--- config.mk ---
export PLATFORM = sky130hd
export DESIGN_NAME = pc_jump_ctrl_flat
export DESIGN_NICKNAME = d
export VERILOG_FILES = /design/src/rtl/pc_jump_if.sv /design/src/rtl/pc_jump_ctrl.sv /design/src/flat_wrapper.sv
export SDC_FILE = /design/constraint.sdc
export NUM_CORES = 1
export LEC_CHECK = 0
export BUFFER_PORTS_ARGS = -buffer_cell sky130_fd_sc_hd__buf_4
export CORE_MARGIN = 2
export CORE_UTILIZATION = 30
export CTS_CLUSTER_SIZE = 12
export DETAILED_ROUTE_END_ITERATION = 8
export GPL_ROUTABILITY_DRIVEN = 0
export HOLD_SLACK_MARGIN = 0.02
export PLACE_DENSITY = 0.59
export SLEW_MARGIN = 15
export SYNTH_ARGS = -nofsm -noshare
export SYNTH_HDL_FRONTEND = slang
export SYNTH_SLANG_ARGS = --single-unit
--- constraint.sdc ---
create_clock -name clk -period 3 [get_ports clk]
set_input_delay 0.9 -clock clk [delete_from_list [all_inputs] [get_ports clk]]
set_output_delay 0.9 -clock clk [all_outputs]
set_load 0.01 [all_outputs]
--- src/rtl/pc_jump_if.sv ---
// pc_jump_if: request/response bundle between decode and the next-PC sequencer.
// The master drives the strobes and operands; the slave returns PC, link and control.
interface pc_jump_if;
    logic        stall;
    logic        jal;
    logic        jalr;
    logic        branch;
    logic        branch_taken;
    logic [31:0] imm;
    logic [31:0] rs1;
    logic        trap_clr;
    logic [31:0] pc;
    logic [31:0] link;
    logic        sel_jalr;
    logic        flush;
    logic        misalign;

    modport master (
        output stall, jal, jalr, branch, branch_taken,
        output imm, rs1, trap_clr,
        input  pc, link, sel_jalr, flush, misalign
    );

    modport slave (
        input  stall, jal, jalr, branch, branch_taken,
        input  imm, rs1, trap_clr,
        output pc, link, sel_jalr, flush, misalign
    );
endinterface

--- src/rtl/pc_jump_ctrl.sv ---
// pc_jump_ctrl: next-PC sequencer with JAL/JALR/branch redirect and post-redirect flush.
// Optional MISALIGN_TRAP_EN: misaligned targets trap instead of being truncated.
module pc_jump_ctrl #(
    parameter logic [31:0] RESET_PC     = 32'h0000_0000,
    parameter int unsigned FLUSH_CYCLES = 2
) (
    input logic      clk,
    input logic      rst_n,
    pc_jump_if.slave bus
);
    localparam logic [1:0] S_RUN   = 2'd0;
    localparam logic [1:0] S_FLUSH = 2'd1;
`ifdef MISALIGN_TRAP_EN
    localparam logic [1:0] S_TRAP  = 2'd2;
`endif

    logic [31:0] pc_q, pc_d;
    logic [31:0] link_q, link_d;
    logic        sel_jalr_q, sel_jalr_d;
    logic        flush_q, flush_d;
    logic [1:0]  state_q, state_d;
    logic [2:0]  cnt_q, cnt_d;
    logic        req;
    logic        is_jump;
    logic        bad;
    logic [31:0] tgt_raw;
    logic [31:0] target;
`ifdef MISALIGN_TRAP_EN
    logic        misalign_q, misalign_d;
`endif

    // Resolve the winning request and its target address
    always_comb begin
        is_jump = bus.jalr | bus.jal;
        req     = is_jump | (bus.branch & bus.branch_taken);
        if (bus.jalr) begin
            tgt_raw = (bus.rs1 + bus.imm) & ~32'h1;
        end else begin
            tgt_raw = pc_q + bus.imm;
        end
`ifdef MISALIGN_TRAP_EN
        target = tgt_raw;
        bad    = tgt_raw[1];
`else
        target = tgt_raw & ~32'h3;
        bad    = 1'b0;
`endif
    end

    // Next-state logic for PC, link, FSM and flush counter
    always_comb begin
        pc_d       = pc_q;
        link_d     = link_q;
        sel_jalr_d = 1'b0;
        state_d    = state_q;
        cnt_d      = cnt_q;
        if (bus.stall) begin
`ifdef MISALIGN_TRAP_EN
            if (state_q == S_TRAP && bus.trap_clr) begin
                state_d = S_RUN;
                pc_d    = RESET_PC;
            end
`endif
        end else begin
            unique case (state_q)
                S_RUN: begin
                    if (req && bad) begin
`ifdef MISALIGN_TRAP_EN
                        state_d = S_TRAP;
`endif
                    end else if (req) begin
                        pc_d    = target;
                        state_d = S_FLUSH;
                        cnt_d   = 3'(FLUSH_CYCLES);
                        if (is_jump) begin
                            link_d     = pc_q + 32'd4;
                            sel_jalr_d = 1'b1;
                        end
                    end else begin
                        pc_d = pc_q + 32'd4;
                    end
                end
                S_FLUSH: begin
                    pc_d  = pc_q + 32'd4;
                    cnt_d = cnt_q - 3'd1;
                    if (cnt_q <= 3'd1) begin
                        cnt_d   = 3'd0;
                        state_d = S_RUN;
                    end
                end
`ifdef MISALIGN_TRAP_EN
                S_TRAP: begin
                    if (bus.trap_clr) begin
                        state_d = S_RUN;
                        pc_d    = RESET_PC;
                    end
                end
`endif
                default: begin
                    state_d = S_RUN;
                    cnt_d   = 3'd0;
                end
            endcase
        end
        flush_d = (state_d != S_RUN);
`ifdef MISALIGN_TRAP_EN
        misalign_d = (state_d == S_TRAP);
`endif
    end

    // State registers
    always_ff @(posedge clk or negedge rst_n) begin
        if (!rst_n) begin
            pc_q       <= RESET_PC;
            link_q     <= 32'd0;
            sel_jalr_q <= 1'b0;
            flush_q    <= 1'b0;
            state_q    <= S_RUN;
            cnt_q      <= 3'd0;
        end else begin
            pc_q       <= pc_d;
            link_q     <= link_d;
            sel_jalr_q <= sel_jalr_d;
            flush_q    <= flush_d;
            state_q    <= state_d;
            cnt_q      <= cnt_d;
        end
    end

`ifdef MISALIGN_TRAP_EN
    // Misalign flag register
    always_ff @(posedge clk or negedge rst_n) begin
        if (!rst_n) begin
            misalign_q <= 1'b0;
        end else begin
            misalign_q <= misalign_d;
        end
    end
    assign bus.misalign = misalign_q;
`else
    assign bus.misalign = 1'b0;
`endif

    assign bus.pc       = pc_q;
    assign bus.link     = link_q;
    assign bus.sel_jalr = sel_jalr_q;
    assign bus.flush    = flush_q;
endmodule

--- src/flat_wrapper.sv ---
// flat-port wrapper written by rule: the top's interface ports become plain ports
module pc_jump_ctrl_flat 
#(
    parameter logic [31:0] RESET_PC     = 32'h0000_0000,
    parameter int unsigned FLUSH_CYCLES = 2
)
  (clk, rst_n, bus_stall, bus_jal, bus_jalr, bus_branch, bus_branch_taken, bus_imm, bus_rs1, bus_trap_clr, bus_pc, bus_link, bus_sel_jalr, bus_flush, bus_misalign);
  pc_jump_if bus_i ();
  input logic clk;
  input logic rst_n;
  input wire logic [$bits(bus_i.stall)-1:0] bus_stall;
  input wire logic [$bits(bus_i.jal)-1:0] bus_jal;
  input wire logic [$bits(bus_i.jalr)-1:0] bus_jalr;
  input wire logic [$bits(bus_i.branch)-1:0] bus_branch;
  input wire logic [$bits(bus_i.branch_taken)-1:0] bus_branch_taken;
  input wire logic [$bits(bus_i.imm)-1:0] bus_imm;
  input wire logic [$bits(bus_i.rs1)-1:0] bus_rs1;
  input wire logic [$bits(bus_i.trap_clr)-1:0] bus_trap_clr;
  output wire logic [$bits(bus_i.pc)-1:0] bus_pc;
  output wire logic [$bits(bus_i.link)-1:0] bus_link;
  output wire logic [$bits(bus_i.sel_jalr)-1:0] bus_sel_jalr;
  output wire logic [$bits(bus_i.flush)-1:0] bus_flush;
  output wire logic [$bits(bus_i.misalign)-1:0] bus_misalign;
  assign bus_i.stall = bus_stall;
  assign bus_i.jal = bus_jal;
  assign bus_i.jalr = bus_jalr;
  assign bus_i.branch = bus_branch;
  assign bus_i.branch_taken = bus_branch_taken;
  assign bus_i.imm = bus_imm;
  assign bus_i.rs1 = bus_rs1;
  assign bus_i.trap_clr = bus_trap_clr;
  assign bus_pc = bus_i.pc;
  assign bus_link = bus_i.link;
  assign bus_sel_jalr = bus_i.sel_jalr;
  assign bus_flush = bus_i.flush;
  assign bus_misalign = bus_i.misalign;
  pc_jump_ctrl #(.RESET_PC(RESET_PC), .FLUSH_CYCLES(FLUSH_CYCLES)) u_core (.clk(clk), .rst_n(rst_n), .bus(bus_i));
endmodule
Word level (Yosys, flattened, before mapping)
Index checks and enable logic that the tools add are counted.
{"block": "word_totals", "ff_bits": 71, "latch_bits": 0, "mem_bits_rw": 0, "romBits": 0, "out_inout_bits": 67, "elab_cells": 37, "n_memories": 0}
{"block": "classes", "add_sub_neg": 4, "multipliers": 0, "div": 0, "order_cmp": 1, "eq_ne": 2, "n_shift": 0, "mux": 14, "bitwise": 4, "n_reduce_logical": 6}
{"operator": "$add A32 B32 Y32", "count": 2}
{"operator": "$mux W32", "count": 2}
{"operator": "$pmux W32 S2", "count": 1}
{"operator": "$add A32 B3 Y32 const B", "count": 1}
{"operator": "$mux W2", "count": 3}
{"operator": "$mux W3", "count": 2}
{"operator": "$pmux W3 S2", "count": 1}
{"operator": "$mux W1", "count": 4}
{"operator": "$pmux W2 S2", "count": 1}
{"operator": "$reduce_and A2 Y1", "count": 2}
{"operator": "$reduce_and A4 Y1", "count": 1}
{"operator": "$reduce_bool A2 Y1", "count": 2}
{"operator": "$le A3 B1 Y1 const B", "count": 1}
{"operator": "$sub A3 B1 Y3 const B", "count": 1}
{"operator": "$eq A2 B1 Y1 const B", "count": 1}
{"operator": "$logic_not A2 Y1", "count": 1}
{"operator": "$ne A2 B1 Y1 const B", "count": 1}
{"operator": "$or A1 B1 Y1", "count": 2}
{"operator": "$and A1 B1 Y1", "count": 1}
{"operator": "$not A1 Y1", "count": 1}

Depth between registers and ports, before layout
Gate-level depths: netlist of run 1.
{"block": "logic_depth", "depth_word": 6, "ltp_mapped": 10}

Least setup slack after synthesis of run 1
No wires, ideal clock.
{"block": "synth_timing", "kind": "input -> register", "start": "in bus_rs1[2]", "end": "reg u_core.pc_q[21], in the netlist u_core.bus.pc[21]", "setup_time_ns": 0.104, "arrival_time_ns": 2.863, "required_time_ns": 2.896, "setup_slack_ns": 0.033, "stages": 9, "cell_sequence": "ha_1 > a21oi_1 > a21oi_1 > nor4b_2 > o311ai_1 > a221oi_1 > o21ai_1 > xnor2_1 > a221oi_1"}
{"block": "synth_via", "elab_chain_len": 4}
{"item": "start, declared", "line_no": "flat_wrapper.sv:17", "source": "input wire logic [$bits(bus_i.rs1)-1:0] bus_rs1;"}
{"item": "$add A32 B32 Y32", "line_no": "pc_jump_ctrl.sv:37", "source": "tgt_raw = (bus.rs1 + bus.imm) & ~32'h1;"}
{"item": "$mux W32", "line_no": "pc_jump_ctrl.sv:36", "source": "if (bus.jalr) begin"}
{"item": "$mux W32", "line_no": "pc_jump_ctrl.sv:71", "source": "end else if (req) begin"}
{"item": "$pmux W32 S2", "line_no": "pc_jump_ctrl.sv:65", "source": "unique case (state_q)"}
{"item": "end signal, assigned", "line_no": "pc_jump_ctrl.sv:121", "source": "pc_q <= pc_d;"}
{"item": "end, declared", "line_no": "pc_jump_ctrl.sv:17", "source": "logic [31:0] pc_q, pc_d;"}
No other way between the ends.
A chain may end at the register's enable or synchronous reset.

Worst setup path in the final report of run 1
{"block": "layout_timing", "start": "in bus_imm[4]", "end": "reg u_core.pc_q[30], in the netlist u_core.bus.pc[30]"}
{"block": "layout_via", "elab_chain_len": 4, "elab_cells_between_ends": 5}
{"item": "start, declared", "line_no": "flat_wrapper.sv:16", "source": "input wire logic [$bits(bus_i.imm)-1:0] bus_imm;"}
{"item": "$add A32 B32 Y32, on equally long branches", "line_no": "pc_jump_ctrl.sv:39, pc_jump_ctrl.sv:37"}
{"item": "$mux W32 (*)", "line_no": "pc_jump_ctrl.sv:36"}
{"item": "$mux W32 (*)", "line_no": "pc_jump_ctrl.sv:71"}
{"item": "$pmux W32 S2 (*)", "line_no": "pc_jump_ctrl.sv:65"}
Mark *: on every way between the ends. The rest lies on a longest branch, timed or not.

==> key figures, run 1 <==
Worst setup path
  • Worst path bufs/invs: 2
  • Worst path slowest cell: a31o_2
  • Max Fanout on Critical Path: 4
  • CP top delay family: compound AO/OA/AOI/OAI gates
  • R2R Path End: u_core.bus.pc[31]$_DFFE_PN0P_
  • Crit path DAT: 3.06 ns
  • R2R setup slack: 0.40 ns
  • Endpoint class of the critical path: flop
  • Worst-path cell chain: buf_4 -> buf_4 -> ha_1 -> o21ai_0 -> nor2_1 -> o21ai_1 -> o22a_1 -> o21ai_1 -> a31o_2 -> a211oi_1 -> o31ai_1
  • Worst r2r src: u_core.bus.pc[11]$_DFFE_PN0P_
  • Crit path kind: input pin to flop
  • Startpoint Class: input pin
  • Reg2Reg Depth: 9
  • CP required: 3.21 ns
  • Crit path largest cell delay: 0.29 ns

Cells and area
  • Commonest non-fill, non-tap cells in the layout: buf_4, a21oi_1, nor2_1
  • Area grow syn2layout: 36.9%
  • Diodes inserted: 0
  • Most common cell after layout, fill and taps aside: buf_4
  • Total Nets Final: 1204
  • Layout cells sized above 1: 0.283
  • Post-route insts no fill: 1356
  • Final instance area: 9250 um2

Floorplanning
  • DIE AREA: 23700 um2
  • Core footprint: 22000 um2
  • Die height: 154 um
  • Die X: 154 um
  • Starting Density: 0.308
  • Rows: 54
  • IO Pins: 139

STA
  • Final Max Tran Viols: 0
  • Final Setup Violations: 0
  • Final Hold Violating Endpoints: 0
  • WHS: 0.496 ns
  • Skew final: 0.00689 ns
  • RSZ-0062 raised after global routing: false
  • Max_slew headroom: 0.416
  • Worst Tran Pin Value: 0.876 ns
  • Max Freq: 351 MHz
  • Min Tclk post-route: 2.85 ns
  • Worst Setup Slack, final: 0.151 ns
  • Tcrit/Tclk final: 0.950

Global routing
  • Met3 Use GR: 0.0180
  • Antenna violations before repair: 0
  • Vias in the first global route: 6703
  • Pin count of the biggest net entering global routing: 68
  • Overflow left after global routing: 0
  • Met2 Resource Use GR: 0.289
  • All-Layer GR Usage: 0.185
  • Met1 Track Usage GR: 0.275
  • First-pass GRT wire length: 35400 um
  • Top Usage Layer GRT: met2

CTS
  • Worst-path clk slew: 0.06 ns
  • Clk buf depth: 2
  • Worst skew pair latency: 0.33 ns
  • Inserted Clock Buffers: 9
  • Clk sinks: 67
  • Hold-fix buffers, CTS: 0
  • H-tree Lvls: 3
  • TritonCTS clock tree: built
  • Clock root buffer: clkbuf_16

Logic synthesis
  • Ys flop type: dfrtp_1
  • Post-Syn Area: 6760 um2
  • Distinct cells, synth: 78
  • Ys async rst share: 1.00
  • Post-synthesis sequential area ratio: 0.248
  • Seq cells post-synth: 67
  • Gate Count Post-Synth: 843
  • Syn avg cell area: 8.01 um2
  • EDFF count, synth: 0
  • Yosys warnings: 0

Drt
  • DRC Markers: 0
  • Via/cell ratio: 5.13
  • Wire per inst: 16.1 um
  • WL final: 21900 um
  • DR iter-0 viols: 443
  • Via count: 6954
  • First-pass iteration count of the detailed router: 5
  • Detail Route Antenna Nets: 0

Pwr
  • VDD IR-drop max: 0.334 mV
  • Power per Cell Area: 878 nW/um2
  • Pleak: 4.26 nW

Placement
  • Port Buf Inserts: 132
  • Placed Cells: 1340
  • DP HPWL: 18100 um
  • DP Area: 8850 um2
  • Pre-CTS setup slack: -0.337 ns

Run status
  • Outcome: completed

Min path
  • Hold path endpoint: u_core.cnt_q[2]$_DFFE_PN0P_
  • Worst hold path type: flop to flop
  • Hold_sp: u_core.cnt_q[2]$_DFFE_PN0P_
  • Worst hold stages: 1

Job
  • Max-cap violation count: 0
## final cells by class
class / instances / area (um2)
timing repair buffer: 252 / 1900
multi-input combinational: 720 / 4890
sequential: 67 / 1680
fill: 2193 / 12700
inverter: 21 / 78.8
clock inverter: 7 / 125
clock buffer: 9 / 225
tap: 280 / 350
## where the power goes
group / switching [mW] / internal, mW / total, mW / leakage (nW)
Clock: 0.419 / 0.819 / 1.24 / 0.170
Sequential: 0.531 / 1.33 / 1.86 / 0.772
Combinational: 2.55 / 2.48 / 5.02 / 3.32
## stage by stage
stage	util	TNS, ns	power [mW]
after detailed placement	0.403	-3.91	6.87
after global placement	0.403	-3.20	6.81
after global routing	0.421	0	8.83
after floorplan	-	0	4.69
final	0.421	0	8.12
after CTS	0.419	0	8.14
## worst max path at each step
stage	startpoint	cells after the start	end	slack [ns]
4_1_cts	bus_rs1[2]	11	u_core.bus.pc[22]$_DFFE_PN0P_	0.004
2_1_floorplan	bus_rs1[2]	9	u_core.bus.pc[21]$_DFFE_PN0P_	0.03
6_report	bus_imm[4]	11	u_core.bus.pc[30]$_DFFE_PN0P_	0.15
3_5_place_dp	bus_rs1[2]	11	u_core.bus.pc[22]$_DFFE_PN0P_	-0.34
5_1_grt	bus_imm[2]	11	u_core.bus.pc[21]$_DFFE_PN0P_	0.007
3_3_place_gp	bus_rs1[2]	11	u_core.bus.pc[22]$_DFFE_PN0P_	-0.29
## cell usage after synthesis (all sizes together), types with 5 or more instances
cell    instances  share of area
nand4          16          0.016
nand2          61          0.034
a21o           30          0.033
nor2           82          0.048
o211ai          5         0.0056
ha             61           0.11
nor2b           5         0.0046
a211oi         15          0.017
or3             6         0.0056
and3           14          0.014
o31ai          10          0.011
nor3           17          0.013
xnor2          51          0.066
o22ai           5         0.0046
o21a            9          0.010
nand3          31          0.025
a21oi         108          0.083
buf            15          0.012
mux2i          11          0.016
and2            6         0.0056
a31oi          15          0.014
xor2           26          0.034
inv            20          0.011
clkbuf         24          0.014
o21bai          6         0.0067
o21ai          58          0.043
dfrtp          67           0.25
## state kept, by name, indices dropped and copies added (netlist names)
register,cells
u_core.state_q,2
u_core.bus.link,30
u_core.bus.sel_jalr,1
u_core.bus.pc,30
u_core.bus.flush,1
u_core.cnt_q,3
## layer usage
metal,up-vias,wire (um)
met5,-,0
met3,14,962
met1,3187,11000
met4,0,222
li1,3585,-
met2,168,9640
## timing repair
item | 4_1_cts | 5_1_grt
setup buffers | 0 | 0
setup endpoints to repair | 0 | 9
resized for setup | 0 | 10
hold endpoints to repair | 0 | 0
## cell families (layout without fill, tap and decap cells)
| group | Yosys count | after routing | share of synthesized area |
|---|---|---|---|
| xor gates and xnor gates | 77 | 77 | 0.0998 |
| adders and majority gates | 61 | 61 | 0.113 |
| muxes | 15 | 15 | 0.0230 |
| other | 1 | 5 | 0.000555 |
| buffers and inverters | 60 | 289 | 0.0378 |
| AOI/OAI and AO/OA | 296 | 296 | 0.276 |
| and+or+nand+nor | 266 | 266 | 0.202 |
| DFF | 67 | 67 | 0.248 |
No activity file was read; power rests on OpenSTA's default activity.
==> run 2: changes to the inputs <==
--- a/config.mk
+++ b/config.mk
@@ -7,12 +7,12 @@
 export LEC_CHECK = 0
 export BUFFER_PORTS_ARGS = -buffer_cell sky130_fd_sc_hd__buf_4
 export CORE_MARGIN = 2
-export CORE_UTILIZATION = 30
+export CORE_UTILIZATION = 57
 export CTS_CLUSTER_SIZE = 12
 export DETAILED_ROUTE_END_ITERATION = 8
 export GPL_ROUTABILITY_DRIVEN = 0
 export HOLD_SLACK_MARGIN = 0.02
-export PLACE_DENSITY = 0.59
+export PLACE_DENSITY = 0.93
 export SLEW_MARGIN = 15
 export SYNTH_ARGS = -nofsm -noshare
 export SYNTH_HDL_FRONTEND = slang
==> key figures, run 2 (same netlist as run 1, synthesis figures left out) <==
Min path
  • Worst hold path type: flop to flop
  • Hold_sp: u_core.cnt_q[2]$_DFFE_PN0P_

Pwr
  • Power, Total: 8.40 mW
  • VDD IR-drop max: 0.393 mV
  • Pint: 4.56 mW
  • Power per Cell Area: 943 nW/um2
  • Sequential Power Share: 0.225
  • Clock share of power: 0.148
  • Combinational fraction of design power: 0.627
  • Pleak: 4.14 nW
  • Sw Share: 0.457
  • P_sw: 3.84 mW

Run status
  • Failing checks: design-rule violations
  • Outcome: finished, violations left

Global routing
  • All-Layer GR Usage: 0.365
  • Met2 Resource Use GR: 0.579
  • First-pass GRT wire length: 37600 um
  • Overflow left after global routing: 0
  • Met1 Track Usage GR: 0.468
  • Antenna violations before repair: 0
  • Vias in the first global route: 7752
  • Pin count of the biggest net entering global routing: 68
  • Top Usage Layer GRT: met2
  • Met3 Use GR: 0.0921

Worst setup path
  • Crit path kind: input pin to flop
  • Setup crit start: bus_imm[2]
  • Worst-path cell chain: buf_4 -> ha_1 -> nand4_1 -> a21oi_2 -> nor4b_4 -> buf_4 -> nor3b_2 -> o21ai_1 -> a21boi_0 -> o31ai_1 -> a31o_1
  • Crit path top cell by count: buf_4
  • Worst path bufs/invs: 2
  • Max Fanout on Critical Path: 4
  • Worst path slowest cell: a21boi_0
  • Crit path largest cell delay: 0.35 ns
  • Worst r2r src: u_core.bus.pc[10]$_DFFE_PN0P_
  • Startpoint Class: input pin
  • CP top delay family: compound AO/OA/AOI/OAI gates
  • CP required: 3.23 ns
  • Endpoint class of the critical path: flop
  • Crit path DAT: 3.19 ns

Cells and area
  • Commonest non-fill, non-tap cells in the layout: buf_4, a21oi_1, nor2_1
  • Total Nets Final: 1177
  • Diodes inserted: 0
  • Area grow syn2layout: 31.9%
  • Post-route insts no fill: 1192
  • FF+latch area: 1680 um2
  • Filler Cells Inserted: 685
  • Multi-input logic area: 4920 um2
  • Layout cells sized above 1: 0.269
  • Most common cell after layout, fill and taps aside: buf_4

Placement
  • Port Buf Inserts: 132
  • Placed Cells: 1176
  • DP HPWL: 16800 um

Job
  • Max-cap violation count: 0

Drt
  • Via/cell ratio: 6.71
  • Wire per inst: 19.8 um
  • Via count: 8003
  • DR iter-0 viols: 1157
  • DRC Markers: 5
  • First-pass iteration count of the detailed router: 9
  • WL final: 23600 um
  • Detail Route Antenna Nets: 0

STA
  • Final Setup Violations: 0
  • Skew final: 0.00639 ns
  • Worst Tran Pin Value: 0.864 ns
  • Tcrit/Tclk final: 0.985
  • Final Hold Violating Endpoints: 0
  • Max Freq: 338 MHz
  • Max_slew headroom: 0.424
  • Final Max Tran Viols: 0
  • Min Tclk post-route: 2.96 ns

CTS
  • Worst-path clk slew: 0.06 ns
  • Inserted Clock Buffers: 9
  • Worst skew pair latency: 0.34 ns
  • Hold-fix buffers, CTS: 0
  • Clk sinks: 67
  • H-tree Lvls: 3
  • Clock root buffer: clkbuf_16
  • Clk buf depth: 2
  • TritonCTS clock tree: built

Floorplanning
  • Die X: 113 um
  • Core footprint: 11500 um2
  • Die height: 113 um
  • IO Pins: 139
  • DIE AREA: 12700 um2
  • Starting Density: 0.587
  • Rows: 39
## run 2: path summary, 6_finish.rpt
check | to | slack (ns) | depth (start not counted)
worst max-delay path | u_core.bus.pc[29]$_DFFE_PN0P_ | 0.04 | 11
worst min-delay path | u_core.cnt_q[2]$_DFFE_PN0P_ | 0.51 | 1
worst max register to register | u_core.bus.pc[30]$_DFFE_PN0P_ | 0.26 | 9
worst min register to register | u_core.cnt_q[2]$_DFFE_PN0P_ | 0.51 | 1
max in group asynchronous | u_core.bus.pc[28]$_DFFE_PN0P_ | 1.77 | 1
min in group asynchronous | u_core.bus.pc[5]$_DFFE_PN0P_ | 0.66 | 1
## run 2: area by class of cell
class | instances | area share
well taps | 143 | 0.0201
inverters | 21 | 0.00885
repair buffers | 225 | 0.191
flip-flops and latches | 67 | 0.188
clock buffers | 10 | 0.0268
multi-input cells | 720 | 0.552
clock inverters | 6 | 0.0126
## run 2: power groups by stage
stage | Clock [mW] | Combinational [mW] | Sequential [mW]
5_1_grt | 1.29 | 5.63 | 1.93
3_3_place_gp | 0 | 4.67 | 1.82
6_report | 1.24 | 5.27 | 1.89
3_5_place_dp | 0 | 4.87 | 1.85
4_1_cts | 1.23 | 5.03 | 1.85
2_1_floorplan | 0 | 2.74 | 1.96
## run 2: metrics by stage
stage / util / setup WS, ns / hold slack, ns / TNS [ns] / cell area, um2
final: 0.774 / 0.0447 / 0.510 / 0 / 8910
after global routing: 0.774 / -0.0281 / 0.524 / -0.0497 / 8910
after CTS: 0.768 / 0.00975 / 0.499 / 0 / 8840
after detailed placement: 0.736 / -0.328 / 0.494 / -3.62 / 8480
after global placement: 0.736 / -0.227 / 0.478 / -1.70 / 8480
after floorplan: - / 0.0332 / 0.458 / 0 / 6770
## run 2: layer usage
layer	part of all wire	vias up
met1	0.37	3609
met2	0.44	684
met4	0.060	0
met3	0.13	180
li1	-	3530
met5	0	-
## run 2: what timing repair did
action	4_1_cts	5_1_grt
buffers inserted	0	0
pin swaps	2	0
endpoints found under the setup margin	1	11
gates resized for setup	2	13
